## src/rtl/data_mem_ctrl_if.sv

```systemverilog
`default_nettype none
// ============================================================================
// Interface : data_mem_ctrl_if
// Core-side request/response bus of the data memory controller.
// Revision  : 1.0
// ============================================================================
interface data_mem_ctrl_if;
   logic        req_valid;
   logic        req_write;
   logic [1:0]  req_size;
   logic        req_unsigned;
   logic [31:0] req_addr;
   logic [31:0] req_wdata;
   logic        req_ready;
   logic        done;
   logic        err;
   logic [31:0] rdata;
   logic        busy;

   modport master (
      output req_valid, req_write, req_size, req_unsigned, req_addr, req_wdata,
      input  req_ready, done, err, rdata, busy
   );

   modport slave (
      input  req_valid, req_write, req_size, req_unsigned, req_addr, req_wdata,
      output req_ready, done, err, rdata, busy
   );
endinterface
`default_nettype wire

```

## src/rtl/data_mem_ctrl.sv

```systemverilog
`default_nettype none
// ============================================================================
// Module   : data_mem_ctrl
// Load/store controller in front of a word RAM with a registered read port;
// sub-word stores are done as read-modify-write.
// Option   : DMEM_MISALIGN_TRAP_EN traps misaligned half/word accesses.
// Revision : 1.0
// ============================================================================
module data_mem_ctrl #(
   parameter int unsigned ADDR_W    = 6,
   parameter int unsigned RESP_HOLD = 1
) (
   input  logic              clk,
   input  logic              nRst,
   data_mem_ctrl_if.slave    bus,
   output logic              write_enable,
   output logic              read_enable,
   output logic [ADDR_W-1:0] address_DM,
   output logic [31:0]       data_in,
   input  logic [31:0]       data_out
);

   localparam logic [1:0] SZ_BYTE = 2'b00;
   localparam logic [1:0] SZ_HALF = 2'b01;
   localparam logic [1:0] SZ_WORD = 2'b10;
   localparam logic [1:0] SZ_BAD  = 2'b11;

   typedef enum logic [2:0] {
      IDLE = 3'd0,
      RD   = 3'd1,
      MRG  = 3'd2,
      WR   = 3'd3,
      RESP = 3'd4
   } state_e;

   state_e            state_q, state_d;
   logic [ADDR_W-1:0] addr_q, addr_d;
   logic [1:0]        size_q, size_d;
   logic              write_q, write_d;
   logic              uns_q, uns_d;
   logic [31:0]       wdata_q, wdata_d;
   logic              done_q, done_d;
   logic              err_q, err_d;
   logic              we_q, we_d;
   logic              re_q, re_d;
   logic [31:0]       rhold_q, rhold_d;

   logic [ADDR_W-1:0] req_addr_masked;
   logic              misalign;
   logic              bad_req;
   logic [7:0]        lane_byte;
   logic [15:0]       lane_half;
   logic [31:0]       load_fmt;
   logic [31:0]       merge_word;
   logic              unused_addr_bits;

   // Upper address bits wrap inside the RAM.
   assign unused_addr_bits = ^bus.req_addr[31:ADDR_W];

`ifdef DMEM_MISALIGN_TRAP_EN
   assign misalign = ((bus.req_size == SZ_HALF) && bus.req_addr[0]) ||
                     ((bus.req_size == SZ_WORD) && (bus.req_addr[1:0] != 2'b00));
`else
   assign misalign = 1'b0;
`endif

   assign bad_req = (bus.req_size == SZ_BAD) || misalign;

   always_comb begin
      req_addr_masked = bus.req_addr[ADDR_W-1:0];
      if (bus.req_size == SZ_HALF) begin
         req_addr_masked[0] = 1'b0;
      end else if (bus.req_size == SZ_WORD) begin
         req_addr_masked[1:0] = 2'b00;
      end
   end

   // Lane extraction and merge work on the RAM word returned this cycle.
   always_comb begin
      lane_byte = data_out[{addr_q[1:0], 3'b000} +: 8];
      lane_half = addr_q[1] ? data_out[31:16] : data_out[15:0];
      case (size_q)
         SZ_BYTE: load_fmt = {{24{lane_byte[7] & ~uns_q}}, lane_byte};
         SZ_HALF: load_fmt = {{16{lane_half[15] & ~uns_q}}, lane_half};
         default: load_fmt = data_out;
      endcase
      merge_word = data_out;
      if (size_q == SZ_BYTE) begin
         merge_word[{addr_q[1:0], 3'b000} +: 8] = wdata_q[7:0];
      end else if (addr_q[1]) begin
         merge_word[31:16] = wdata_q[15:0];
      end else begin
         merge_word[15:0] = wdata_q[15:0];
      end
   end

   always_comb begin
      state_d = state_q;
      addr_d  = addr_q;
      size_d  = size_q;
      write_d = write_q;
      uns_d   = uns_q;
      wdata_d = wdata_q;
      rhold_d = rhold_q;
      done_d  = 1'b0;
      err_d   = 1'b0;
      we_d    = 1'b0;
      re_d    = 1'b0;
      case (state_q)
         IDLE: begin
            if (bus.req_valid) begin
               addr_d  = req_addr_masked;
               size_d  = bus.req_size;
               write_d = bus.req_write;
               uns_d   = bus.req_unsigned;
               wdata_d = bus.req_wdata;
               if (bad_req) begin
                  state_d = RESP;
                  done_d  = 1'b1;
                  err_d   = 1'b1;
               end else if (bus.req_write && (bus.req_size == SZ_WORD)) begin
                  state_d = WR;
                  we_d    = 1'b1;
               end else begin
                  state_d = RD;
                  re_d    = 1'b1;
               end
            end
         end
         RD: begin
            if (write_q) begin
               state_d = MRG;
               we_d    = 1'b1;
            end else begin
               state_d = RESP;
               done_d  = 1'b1;
            end
         end
         MRG, WR: begin
            state_d = RESP;
            done_d  = 1'b1;
         end
         RESP: begin
            state_d = IDLE;
            if (!write_q && !err_q) begin
               rhold_d = load_fmt;
            end
         end
         default: state_d = IDLE;
      endcase
   end

   always_ff @(posedge clk or negedge nRst) begin
      if (!nRst) begin
         state_q <= IDLE;
         addr_q  <= '0;
         size_q  <= 2'b00;
         write_q <= 1'b0;
         uns_q   <= 1'b0;
         wdata_q <= 32'h0;
         rhold_q <= 32'h0;
         done_q  <= 1'b0;
         err_q   <= 1'b0;
         we_q    <= 1'b0;
         re_q    <= 1'b0;
      end else begin
         state_q <= state_d;
         addr_q  <= addr_d;
         size_q  <= size_d;
         write_q <= write_d;
         uns_q   <= uns_d;
         wdata_q <= wdata_d;
         rhold_q <= rhold_d;
         done_q  <= done_d;
         err_q   <= err_d;
         we_q    <= we_d;
         re_q    <= re_d;
      end
   end

   assign write_enable  = we_q;
   assign read_enable   = re_q;
   assign address_DM    = {addr_q[ADDR_W-1:2], 2'b00};
   assign bus.req_ready = (state_q == IDLE);
   assign bus.busy      = (state_q != IDLE);
   assign bus.done      = done_q;
   assign bus.err       = err_q;

   always_comb begin
      case (state_q)
         WR:      data_in = wdata_q;
         MRG:     data_in = merge_word;
         default: data_in = 32'h0;
      endcase
   end

   // The load result is only live in RESP; outside it rdata holds or reads zero.
   always_comb begin
      if ((state_q == RESP) && !write_q && !err_q) begin
         bus.rdata = load_fmt;
      end else if (RESP_HOLD != 0) begin
         bus.rdata = rhold_q;
      end else begin
         bus.rdata = 32'h0;
      end
   end

endmodule
`default_nettype wire

```

## src/flat_wrapper.sv

```systemverilog
// flat-port wrapper written by rule: the top's interface ports become plain ports
module data_mem_ctrl_flat 
#(
   parameter int unsigned ADDR_W    = 6,
   parameter int unsigned RESP_HOLD = 1
)
  (clk, nRst, write_enable, read_enable, address_DM, data_in, data_out, bus_req_valid, bus_req_write, bus_req_size, bus_req_unsigned, bus_req_addr, bus_req_wdata, bus_req_ready, bus_done, bus_err, bus_rdata, bus_busy);
  data_mem_ctrl_if bus_i ();
  input  logic clk;
  input  logic nRst;
  output logic write_enable;
  output logic read_enable;
  output logic [ADDR_W-1:0] address_DM;
  output logic [31:0] data_in;
  input  logic [31:0] data_out;
  input wire logic [$bits(bus_i.req_valid)-1:0] bus_req_valid;
  input wire logic [$bits(bus_i.req_write)-1:0] bus_req_write;
  input wire logic [$bits(bus_i.req_size)-1:0] bus_req_size;
  input wire logic [$bits(bus_i.req_unsigned)-1:0] bus_req_unsigned;
  input wire logic [$bits(bus_i.req_addr)-1:0] bus_req_addr;
  input wire logic [$bits(bus_i.req_wdata)-1:0] bus_req_wdata;
  output wire logic [$bits(bus_i.req_ready)-1:0] bus_req_ready;
  output wire logic [$bits(bus_i.done)-1:0] bus_done;
  output wire logic [$bits(bus_i.err)-1:0] bus_err;
  output wire logic [$bits(bus_i.rdata)-1:0] bus_rdata;
  output wire logic [$bits(bus_i.busy)-1:0] bus_busy;
  assign bus_i.req_valid = bus_req_valid;
  assign bus_i.req_write = bus_req_write;
  assign bus_i.req_size = bus_req_size;
  assign bus_i.req_unsigned = bus_req_unsigned;
  assign bus_i.req_addr = bus_req_addr;
  assign bus_i.req_wdata = bus_req_wdata;
  assign bus_req_ready = bus_i.req_ready;
  assign bus_done = bus_i.done;
  assign bus_err = bus_i.err;
  assign bus_rdata = bus_i.rdata;
  assign bus_busy = bus_i.busy;
  data_mem_ctrl #(.ADDR_W(ADDR_W), .RESP_HOLD(RESP_HOLD)) u_core (.clk(clk), .nRst(nRst), .bus(bus_i), .write_enable(write_enable), .read_enable(read_enable), .address_DM(address_DM), .data_in(data_in), .data_out(data_out));
endmodule
```

## config.mk

```make
export PLATFORM = sky130hd
export DESIGN_NAME = data_mem_ctrl_flat
export DESIGN_NICKNAME = d
export VERILOG_FILES = /design/src/rtl/data_mem_ctrl_if.sv /design/src/rtl/data_mem_ctrl.sv /design/src/flat_wrapper.sv
export SDC_FILE = /design/constraint.sdc
export NUM_CORES = 1
export LEC_CHECK = 0
export BUFFER_PORTS_ARGS = -buffer_cell sky130_fd_sc_hd__buf_2
export CAP_MARGIN = 20
export CELL_PAD_IN_SITES_DETAIL_PLACEMENT = 2
export CELL_PAD_IN_SITES_GLOBAL_PLACEMENT = 2
export CORE_AREA = 4 4 154 127
export CTS_CLUSTER_DIAMETER = 40
export DETAILED_ROUTE_END_ITERATION = 7
export DIE_AREA = 0 0 158 131
export HOLD_SLACK_MARGIN = 0.05
export PLACE_DENSITY = 0.83
export SETUP_SLACK_MARGIN = 0.15
export SYNTH_ARGS = -nofsm -noshare
export SYNTH_HDL_FRONTEND = slang
export SYNTH_SLANG_ARGS = --single-unit
```

## constraint.sdc

```tcl
create_clock -name clk -period 2.7 [get_ports clk]
set_input_delay 0.27 -clock clk [delete_from_list [all_inputs] [get_ports clk]]
set_output_delay 0.27 -clock clk [all_outputs]
set_load 0.05 [all_outputs]
```

==> qor.yml, run 1 <==
synthMuxAreaShare_pct: 6.88
timing.slew.headroom_pct: 60.1
finalCritPeriodShare_pct: 96.4
areaGrowthSynthToFinish_pct: 43.7
fin_setup_tns_ps: 0
synth_top_cell_area_share_pct: 40.8
cap_violations: 0
ir_drop_v: 0.000743
gr-total-overflow: 0
setup_violations: 0
crit_chain: "buf_6, or3_4, or3b_4, a21oi_4, a22o_1, buf_6"
synth_area_leaders: "dfrtp_1 41%, nand2_1 13%, mux2i_1 4.8%"
drt_iter0_markers: 274
drt.antenna.violating_nets: 0
synth-seq-cells: 81
p_sw_mw: 5.47
ys_warn_count: 0
worstMarginPinSlew_ps: 599
htreeDepth: 3
port_buffers: 150
cts_root_buf: "clkbuf_16"
antenna_found_initial: 0
die_h_um: 131
vias_per_cell: 5.43
finalClockSkew_ps: 8.58
grt_max_degree: 82
syn_inst: 590
clk_latency_ps: 350
slew_violations: 0
crit_path_end: "data_in[4]"
endpoint_kind: "output pin"
drive_gt1_share_pct: 36.0
wl_per_cell_um: 24.0
critPathMaxFanout: 8
via_count: 5254
r2r_cells: 6
syn_area_per_cell_sq_um: 8.42
cpPeakStageDelay_ps: 400
path_clk_slew_ps: 60
yosysMostFrequentCell: "nand2_1"
path_common_cell: "buf_6"
pin_count: 179
synth_area_leader_cell: "dfrtp_1"
critical_path.startpoint: "u_core.addr_q[0]"
synth_area_sq_um: 4970
cp-start-kind: "flop"
synth_edf_count: 0
rsz0062_at_grt: "true"
power_density_nw_per_um2: 1480
cts_tree: "done"
ys_seq_area_share_pct: 40.8
fmax_ghz: 0.384
worstSetupPathType: "reg2out"
crit_arrival_ps: 2330
final_hold_viol_count: 0
slowest_stage: "dfrtp_1"
synth_compound_area_share_pct: 23.6
leakagePower_nw: 3.26
synth-adder-area-share_pct: 1.26
crit_family: "simple AND/OR/NAND/NOR gates"
p_int_mw: 5.11
combPwrFrac_pct: 65.5
core_area_sq_um: 17900
dpl.hpwl_mm: 16.3
clockBufferDepth: 2
p_seq_share_pct: 21.5
diodes: 0
ys_types: 51
fin_nets: 842
grt_pass1_vias: 5641
numCtsBuffers: 9
reg2reg_slack_ps: 470
total_power_mw: 10.6
synth_xor_area_share_pct: 0.176
status: "complete, no violations"
synthFlopType: "dfrtp_1"
cp.required_ps: 2430
die-area_sq_um: 20700
clock-sinks: 81
rows: 44
synth_common_cells: "168 x nand2_1, 81 x dfrtp_1, 34 x o21ai_0"
die_width_um: 158
hold_class: "in2reg"
drt-pass1-iter-count: 4
swShare_pct: 51.7
p_clk_share_pct: 13.0
place_congestion: 0.891
timing.critical_path.buf_inv: 2
synth_simple_gate_area_share_pct: 21.0
async_flop_share_pct: 100
initial_core_util_pct: 27.8
synth_top_family_by_area: "compound AO/OA/AOI/OAI gates"
finalCriticalPeriod_ps: 2600
grt_pass1_wl_mm: 33.3
reg2reg_to: "u_core.wdata_q[10]"
worstReg2RegStart: "u_core.state_q[0]"
totalWireLength_mm: 23.2
grt.total_usage_pct: 21.1
cp.depth: 6
drc: 0
[layout make-up]
type	instances	area, sq um
clock buffer	11	253
clock inverter	4	76.3
fill	1972	10800
inverter	10	40.0
multi-input combinational	448	2980
sequential	81	2030
tap	230	288
timing repair buffer	184	1470
[registers in the layout (all words and copies together) (netlist names)]
name	cells
u_core.addr_q	6
u_core.bus.done	1
u_core.bus.err	1
u_core.read_enable	1
u_core.rhold_q	32
u_core.size_q	2
u_core.state_q	3
u_core.uns_q	1
u_core.wdata_q	32
u_core.write_enable	1
u_core.write_q	1
[metal layers]
| layer | share of wire [%] | routed length (um) | track usage, % |
|---|---|---|---|
| met1 | 43 | 10000 | 28.6 |
| met2 | 49 | 11400 | 34.5 |
| met3 | 6.0 | 1400 | 4.25 |
| met4 | 1.9 | 431 | 5.62 |
| met5 | 0 | 0 | 0 |
[power groups by stage]
stage	clock network [mW]	registers (mW)	logic, mW
after global placement	0	2.22	5.48
after floorplan	0	2.12	4.15
after CTS	1.41	2.25	6.12
final	1.37	2.28	6.93
after global routing	1.47	2.34	7.36
after detailed placement	0	2.26	5.70
[worst min-delay path by stage]
stage | start | to | slack, ps | depth (start not counted)
3_5_place_dp | u_core.addr_q[4] | u_core.addr_q[4] | 460 | 2
3_3_place_gp | u_core.rhold_q[0] | u_core.rhold_q[0] | 450 | 2
6_report | bus_req_addr[4] | u_core.addr_q[4] | 110 | 3
2_1_floorplan | nRst | u_core.addr_q[0] | -30 | 0
5_1_grt | bus_req_wdata[1] | u_core.wdata_q[1] | 110 | 3
4_1_cts | bus_req_addr[4] | u_core.addr_q[4] | 100 | 3
[worst reg2reg max path, cell delays in order (launching register included)]
cell,delay (ps)
dfrtp_1,420
buf_4,240
nor3_1,460
nand2_1,440
buf_4,370
nand2_1,140
nand2_1,60
[per-stage QoR]
step	worst slack, ps	utilization (%)	instance area (sq um)	hold slack (ps)	cells
global route	23.8	39.9	7140	110	968
CTS	86.7	37.2	6650	100	957
finish	98.0	39.9	7140	111	968
floorplan	79.9	-	5000	-25.6	591
global placement	280	33.6	6010	451	936
detailed placement	206	33.6	6010	461	936
[placed cells by master, fill, tap and decap left out, types with 3 or more instances in the layout]
cell type and instances:
o32ai_1 7, buf_2 90, a31oi_1 18, a221oi_1 8, a22oi_1 8, inv_1 7, o211ai_1 4, mux2i_1 23
clkbuf_16 12, or3_4 3, o21ai_1 9, a31oi_4 9, a31oi_2 6, nor2_1 28, nor2_2 3, nand3_1 4
a21oi_1 18, nand2_1 168, buf_4 45, buf_6 36, nor3_1 3, buf_12 8, o21ai_0 19, a221o_1 16
mux2_2 8, a22o_1 11, dfrtp_1 79, o21ai_2 6, o221ai_1 7, and2_1 17
[kinds of logic after synthesis]
group	Yosys count
XOR/XNOR	1
buffers and inverters	63
multiplexers	33
flip-flops	81
adder cells (fa/ha/maj)	5
AO/OA/AOI/OAI	163
AND/OR/NAND/NOR	243
other	1
[repair_timing]
item                                   CTS  global route
endpoints found under the hold margin    0            41
setup endpoints to repair               57            62
gates resized for setup                 81            80
buffers inserted                         5             6
hold buffers                             0             1
gates cloned                             1             3
pin swaps                                9            13
Note: power is estimated with default switching activity, not from simulation.
==> run 2, diff against run 1 <==
CELL_PAD_IN_SITES_DETAIL_PLACEMENT = 0   (was 2)
CELL_PAD_IN_SITES_GLOBAL_PLACEMENT = 1   (was 2)
CORE_AREA = 4 4 137 113   (was 4 4 154 127)
DIE_AREA = 0 0 141 117   (was 0 0 158 131)
==> run 2 against run 1 <==
Design area shrank 5.5%. Final cell count shrank 5.3%. Wire length shrank 23%. Critical path depth is the same. Sequential power shrank 2%. Critical endpoint is now data_in[2].
==> qor.yml, run 2 (same netlist as run 1, synthesis figures left out) <==
status: "complete, no violations"
clock-sinks: 81
place_congestion: 0.839
p_seq_share_pct: 23.3
cap_violations: 0
finalCritPeriodShare_pct: 96.3
pin_count: 179
drt_iter0_markers: 636
drc: 0
timing.slew.headroom_pct: 65.8
min_to: "u_core.addr_q[4]"
clk_latency_ps: 340
finalCriticalPeriod_ps: 2600
p_clk_share_pct: 13.1
p_sw_mw: 4.94
hold_depth: 3
path_clk_slew_ps: 60
htreeDepth: 3
finalClockSkew_ps: 4.08
combPwrFrac_pct: 63.6
grt_max_degree: 82
cts_tree: "done"
worstMarginPinSlew_ps: 512
cts_root_buf: "clkbuf_16"
initial_core_util_pct: 35.3
rows: 39
wl_per_cell_um: 19.4
grt_pass1_vias: 4945
fmax_ghz: 0.384
grt_pass1_wl_mm: 27.0
path_common_cell: "buf_6"
worstSetupPathType: "reg2out"
mostFrequentLayoutCells: "167 x nand2_1, 94 x buf_2, 80 x dfrtp_1"
ir_drop_v: 0.000846
via_count: 5065
cp.required_ps: 2430
power_density_nw_per_um2: 1420
drt-pass1-iter-count: 5
reg.largest.list: "u_core.rhold_q x32, u_core.wdata_q x32, u_core.addr_q x6"
final_common_cell: "nand2_1"
core_area_sq_um: 14100
areaGrowthSynthToFinish_pct: 35.8
min-delay-start: "bus_req_addr[4]"
cpPeakStageDelay_ps: 400
endpoint_kind: "output pin"
die_width_um: 141
clockBufferDepth: 2
antenna_found_initial: 0
grt.total_usage_pct: 21.2
reg2reg_to: "u_core.wdata_q[14]"
dpl.hpwl_mm: 13.0
totalWireLength_mm: 17.8
die_h_um: 117
crit_chain: "buf_6, or3_4, or3b_4, a21oi_4, a22o_1, buf_6"
fin_setup_tns_ps: 0
critPathMaxFanout: 8
total_power_mw: 9.59
rsz0062_at_grt: "true"
dpl_cell_area_sq_um: 5900
die-area_sq_um: 16500
fin_worst_hold_slack_ps: 117
leakagePower_nw: 3.16
worstReg2RegStart: "u_core.state_q[0]"
fin_nets: 835
drt.antenna.violating_nets: 0
final_util_pct: 48.0
crit_arrival_ps: 2330
drive_gt1_share_pct: 34.6
swShare_pct: 51.5
final_hold_viol_count: 0
hold_class: "in2reg"
numCtsBuffers: 9
p_int_mw: 4.65
cp-start-kind: "flop"
slew_violations: 0
port_buffers: 150
setup_violations: 0
gr-total-overflow: 0
r2r_cells: 6
final_area_sq_um: 6740
vias_per_cell: 5.52
slowest_stage: "dfrtp_1"
reg2reg_slack_ps: 590
-- run 2: changes by cell type in the layout (fill, tap and decap cells not counted), moves of 4 or more --
cell and change:
buf_6 -9, a22oi_1 -4, buf_2 +4, a22oi_2 +4
a31oi_4 -9, clkbuf_4 +9, a31oi_1 +8, buf_4 -6
-- run 2: repair_timing --
item | 4_1_cts | 5_1_grt
endpoints found under the setup margin | 55 | 59
hold buffers | 0 | 1
setup buffers | 3 | 3
cloned | 1 | 1
endpoints found under the hold margin | 0 | 35
resized for setup | 46 | 100
pin swaps | 8 | 11
-- run 2: area by class of cell --
cell class	instances	area [sq um]
Antenna cell	1	2.50
Clock inverter	4	51.3
Sequential cell	81	2030
Clock buffer	12	256
Fill cell	1380	7310
Tap cell	184	230
Multi-Input combinational cell	448	2840
Timing Repair Buffer	177	1300
Inverter	10	40.0
-- run 2: stage by stage --
stage               setup slack [ps]  instances
floorplan                       79.9        591
global placement                 304        890
detailed placement               296        890
CTS                             92.1        910
global route                    41.8        916
finish                          98.7        917
-- run 2: power groups by stage --
stage               logic (mW)  clock network [mW]  registers, mW
global placement          5.30                   0           2.20
CTS                       5.63                1.27           2.22
global route              6.54                1.33           2.30
floorplan                 4.15                   0           2.12
detailed placement        5.39                   0           2.23
finish                    6.10                1.25           2.23
-- run 2: how the worst max path moves through the flow --
stage / cells past startpoint / from / end
after floorplan: 6 / u_core.bus.err / bus_rdata[11]
after global placement: 6 / u_core.addr_q[1] / data_in[2]
after detailed placement: 6 / u_core.addr_q[1] / bus_rdata[11]
after CTS: 6 / u_core.addr_q[0] / data_in[2]
after global routing: 6 / u_core.addr_q[0] / data_in[2]
final: 6 / u_core.addr_q[0] / data_in[2]
-- run 2: critical path: cells and delay by family (launching register included) --
kind | cells | cell delay [ps]
AND/OR/NAND/NOR | 2 | 720
buffers and inverters | 2 | 320
flip-flops | 1 | 400
AO/OA/AOI/OAI | 2 | 550
-- run 2: routing by layer --
metal | routed length (um) | up-vias | GRT usage (%)
li1 | - | 2381 | -
met1 | 8250 | 2412 | 30.4
met2 | 7640 | 246 | 32.8
met3 | 1590 | 26 | 4.96
met4 | 314 | 0 | 4.84
met5 | 0 | - | 0
==> run 3, diff against run 2 <==
CORE_AREA = 4 4 135 111   (was 4 4 137 113)
CTS_BUF_LIST = sky130_fd_sc_hd__clkbuf_8   (was not set)
DIE_AREA = 0 0 139 115   (was 0 0 141 117)
PLACE_DENSITY = 0.85   (was 0.83)
==> run 3 against run 2 <==
Clock skew is 4.4 ps higher. Core utilization rose by 3.5 points. Flip-flop and latch count did not move. Critical endpoint is now data_in[0]. Largest cell class unchanged.
==> qor.yml, run 3 (same netlist as run 1, synthesis figures left out) <==
pin_count: 179
total_power_mw: 9.79
clk_latency_ps: 380
p_int_mw: 4.58
via_count: 5130
ir_drop_v: 0.000999
final_util_pct: 51.5
gr-total-overflow: 0
drc: 0
core_area_sq_um: 13500
rows: 38
wl_per_cell_um: 20.5
timing.critical_path.buf_inv: 2
reg.largest.list: "u_core.rhold_q x32, u_core.wdata_q x32, u_core.addr_q x6"
path_clk_slew_ps: 90
clockBufferDepth: 2
power_density_nw_per_um2: 1410
p_clk_share_pct: 8.9
cp-start-kind: "flop"
grt_pass1_wl_mm: 27.5
grt_max_degree: 52
cp.required_ps: 2430
cap_violations: 0
timing.slew.headroom_pct: 65.4
crit_arrival_ps: 2380
areaGrowthSynthToFinish_pct: 39.9
worstSetupPathType: "reg2out"
worstMarginPinSlew_ps: 518
finalClockSkew_ps: 8.47
fmax_ghz: 0.377
grt.total_usage_pct: 22.2
grt_pass1_vias: 4928
slew_violations: 0
status: "complete, no violations"
drive_gt1_share_pct: 36.1
hold_class: "in2reg"
numCtsBuffers: 9
totalWireLength_mm: 18.9
place_congestion: 0.875
path_common_cell: "buf_6"
crit_family: "simple AND/OR/NAND/NOR gates"
final_common_cell: "nand2_1"
crit_chain: "buf_6, or3_4, or3b_4, a21oi_4, a22o_1, buf_6"
drt.antenna.violating_nets: 0
cts_tree: "done"
diodes: 0
die-area_sq_um: 16000
swShare_pct: 53.2
dpl.hpwl_mm: 13.5
fillers: 1309
rsz0062_at_grt: "true"
cts_root_buf: "clkbuf_8"
antenna_found_initial: 0
die_width_um: 139
leakagePower_nw: 3.19
port_buffers: 150
final_hold_viol_count: 0
clock-sinks: 81
htreeDepth: 3
setup_violations: 0
slowest_stage: "dfrtp_1"
initial_core_util_pct: 36.8
combPwrFrac_pct: 68.0
fin_nets: 843
drt-pass1-iter-count: 5
drt_iter0_markers: 548
vias_per_cell: 5.58
p_sw_mw: 5.21
endpoint_kind: "output pin"
die_h_um: 115
finalCriticalPeriod_ps: 2650
finalCritPeriodShare_pct: 98.2
p_seq_share_pct: 23.1
mostFrequentLayoutCells: "167 x nand2_1, 95 x buf_2, 78 x dfrtp_1"
critPathMaxFanout: 8
cpPeakStageDelay_ps: 410
[run 3: cell count changes in the layout (fill, tap and decap cells not counted), moves of 4 or more]
| cell | previous run | this run |
|---|---|---|
| a22oi_2 | 4 | 0 |
| clkbuf_8 | 2 | 11 |
| clkbuf_4 | 9 | 2 |
| clkbuf_16 | 9 | 3 |
| a31oi_2 | 7 | 3 |
| nor2_1 | 26 | 31 |
| buf_6 | 27 | 40 |
| a31oi_4 | 0 | 13 |
| nor2_2 | 5 | 0 |
| a22oi_1 | 4 | 8 |
| a31oi_1 | 26 | 17 |
[run 3: power groups by stage]
stage / clock (mW) / sequential (mW) / combinational (mW)
floorplan: 0 / 2.12 / 4.15
global placement: 0 / 2.24 / 5.26
detailed placement: 0 / 2.26 / 5.37
CTS: 0.883 / 2.24 / 5.83
global route: 0.932 / 2.32 / 7.05
finish: 0.872 / 2.26 / 6.65
[run 3: what timing repair did]
action / 4_1_cts / 5_1_grt
gates resized for setup: 92 / 73
buffers inserted: 8 / 4
endpoints found under the setup margin: 62 / 56
pin swaps: 18 / 21
endpoints found under the hold margin: 33 / 0
cloned: 0 / 3
hold buffers: 1 / 0
[run 3: area by class of cell]
class                      instances  area [sq um]  share of cell area, %
multi-input combinational        447          3050                   43.9
clock buffer                      11           151                   2.18
inverter                          10          40.0                  0.576
tap                              180           225                   3.24
clock inverter                     5          37.5                  0.540
sequential                        81          2030                   29.2
timing repair buffer             186          1410                   20.3
[run 3: worst register-to-register path, delay by kind of cell, from the launching register on]
family / cells / cell delay [ps]
flip-flops: 1 / 410
AO/OA/AOI/OAI: 2 / 350
AND/OR/NAND/NOR: 1 / 300
buffers and inverters: 4 / 700
multiplexers: 1 / 300
[run 3: path summary, 6_finish.rpt]
kind | start | end | slack, ps | depth (start not counted)
max in group asynchronous | nRst | u_core.wdata_q[19] | 1680 | 3
min in group asynchronous | nRst | u_core.rhold_q[3] | 400 | 2
hold reg to reg | u_core.wdata_q[22] | u_core.wdata_q[22] | 480 | 2
setup reg to reg | u_core.addr_q[0] | u_core.rhold_q[13] | 500 | 8
hold / removal | bus_req_wdata[15] | u_core.wdata_q[15] | 80 | 3
setup / recovery | u_core.addr_q[0] | data_in[0] | 50 | 6
[run 3: per-layer routing]
metal / global-route usage (%) / part of all wire, % / up-vias
met2: 34.3 / 44 / 248
met4: 4.37 / 1.3 / 0
met1: 31.7 / 45 / 2467
met3: 5.99 / 9.0 / 24
li1: - / - / 2391
met5: 0 / 0 / -
[run 3: through the flow]
stage                     area [sq um]  TNS (ps)  cells  hold WS, ps  setup WS (ps)
after detailed placement          5910         0    888          270            257
after floorplan                   5000         0    591        -25.6           79.9
final                             6950         0    920         77.9           49.9
after CTS                         6450         0    913         73.1           34.3
after global routing              6950     -5.19    920         71.3          -2.97
after global placement            5910         0    888          262            270
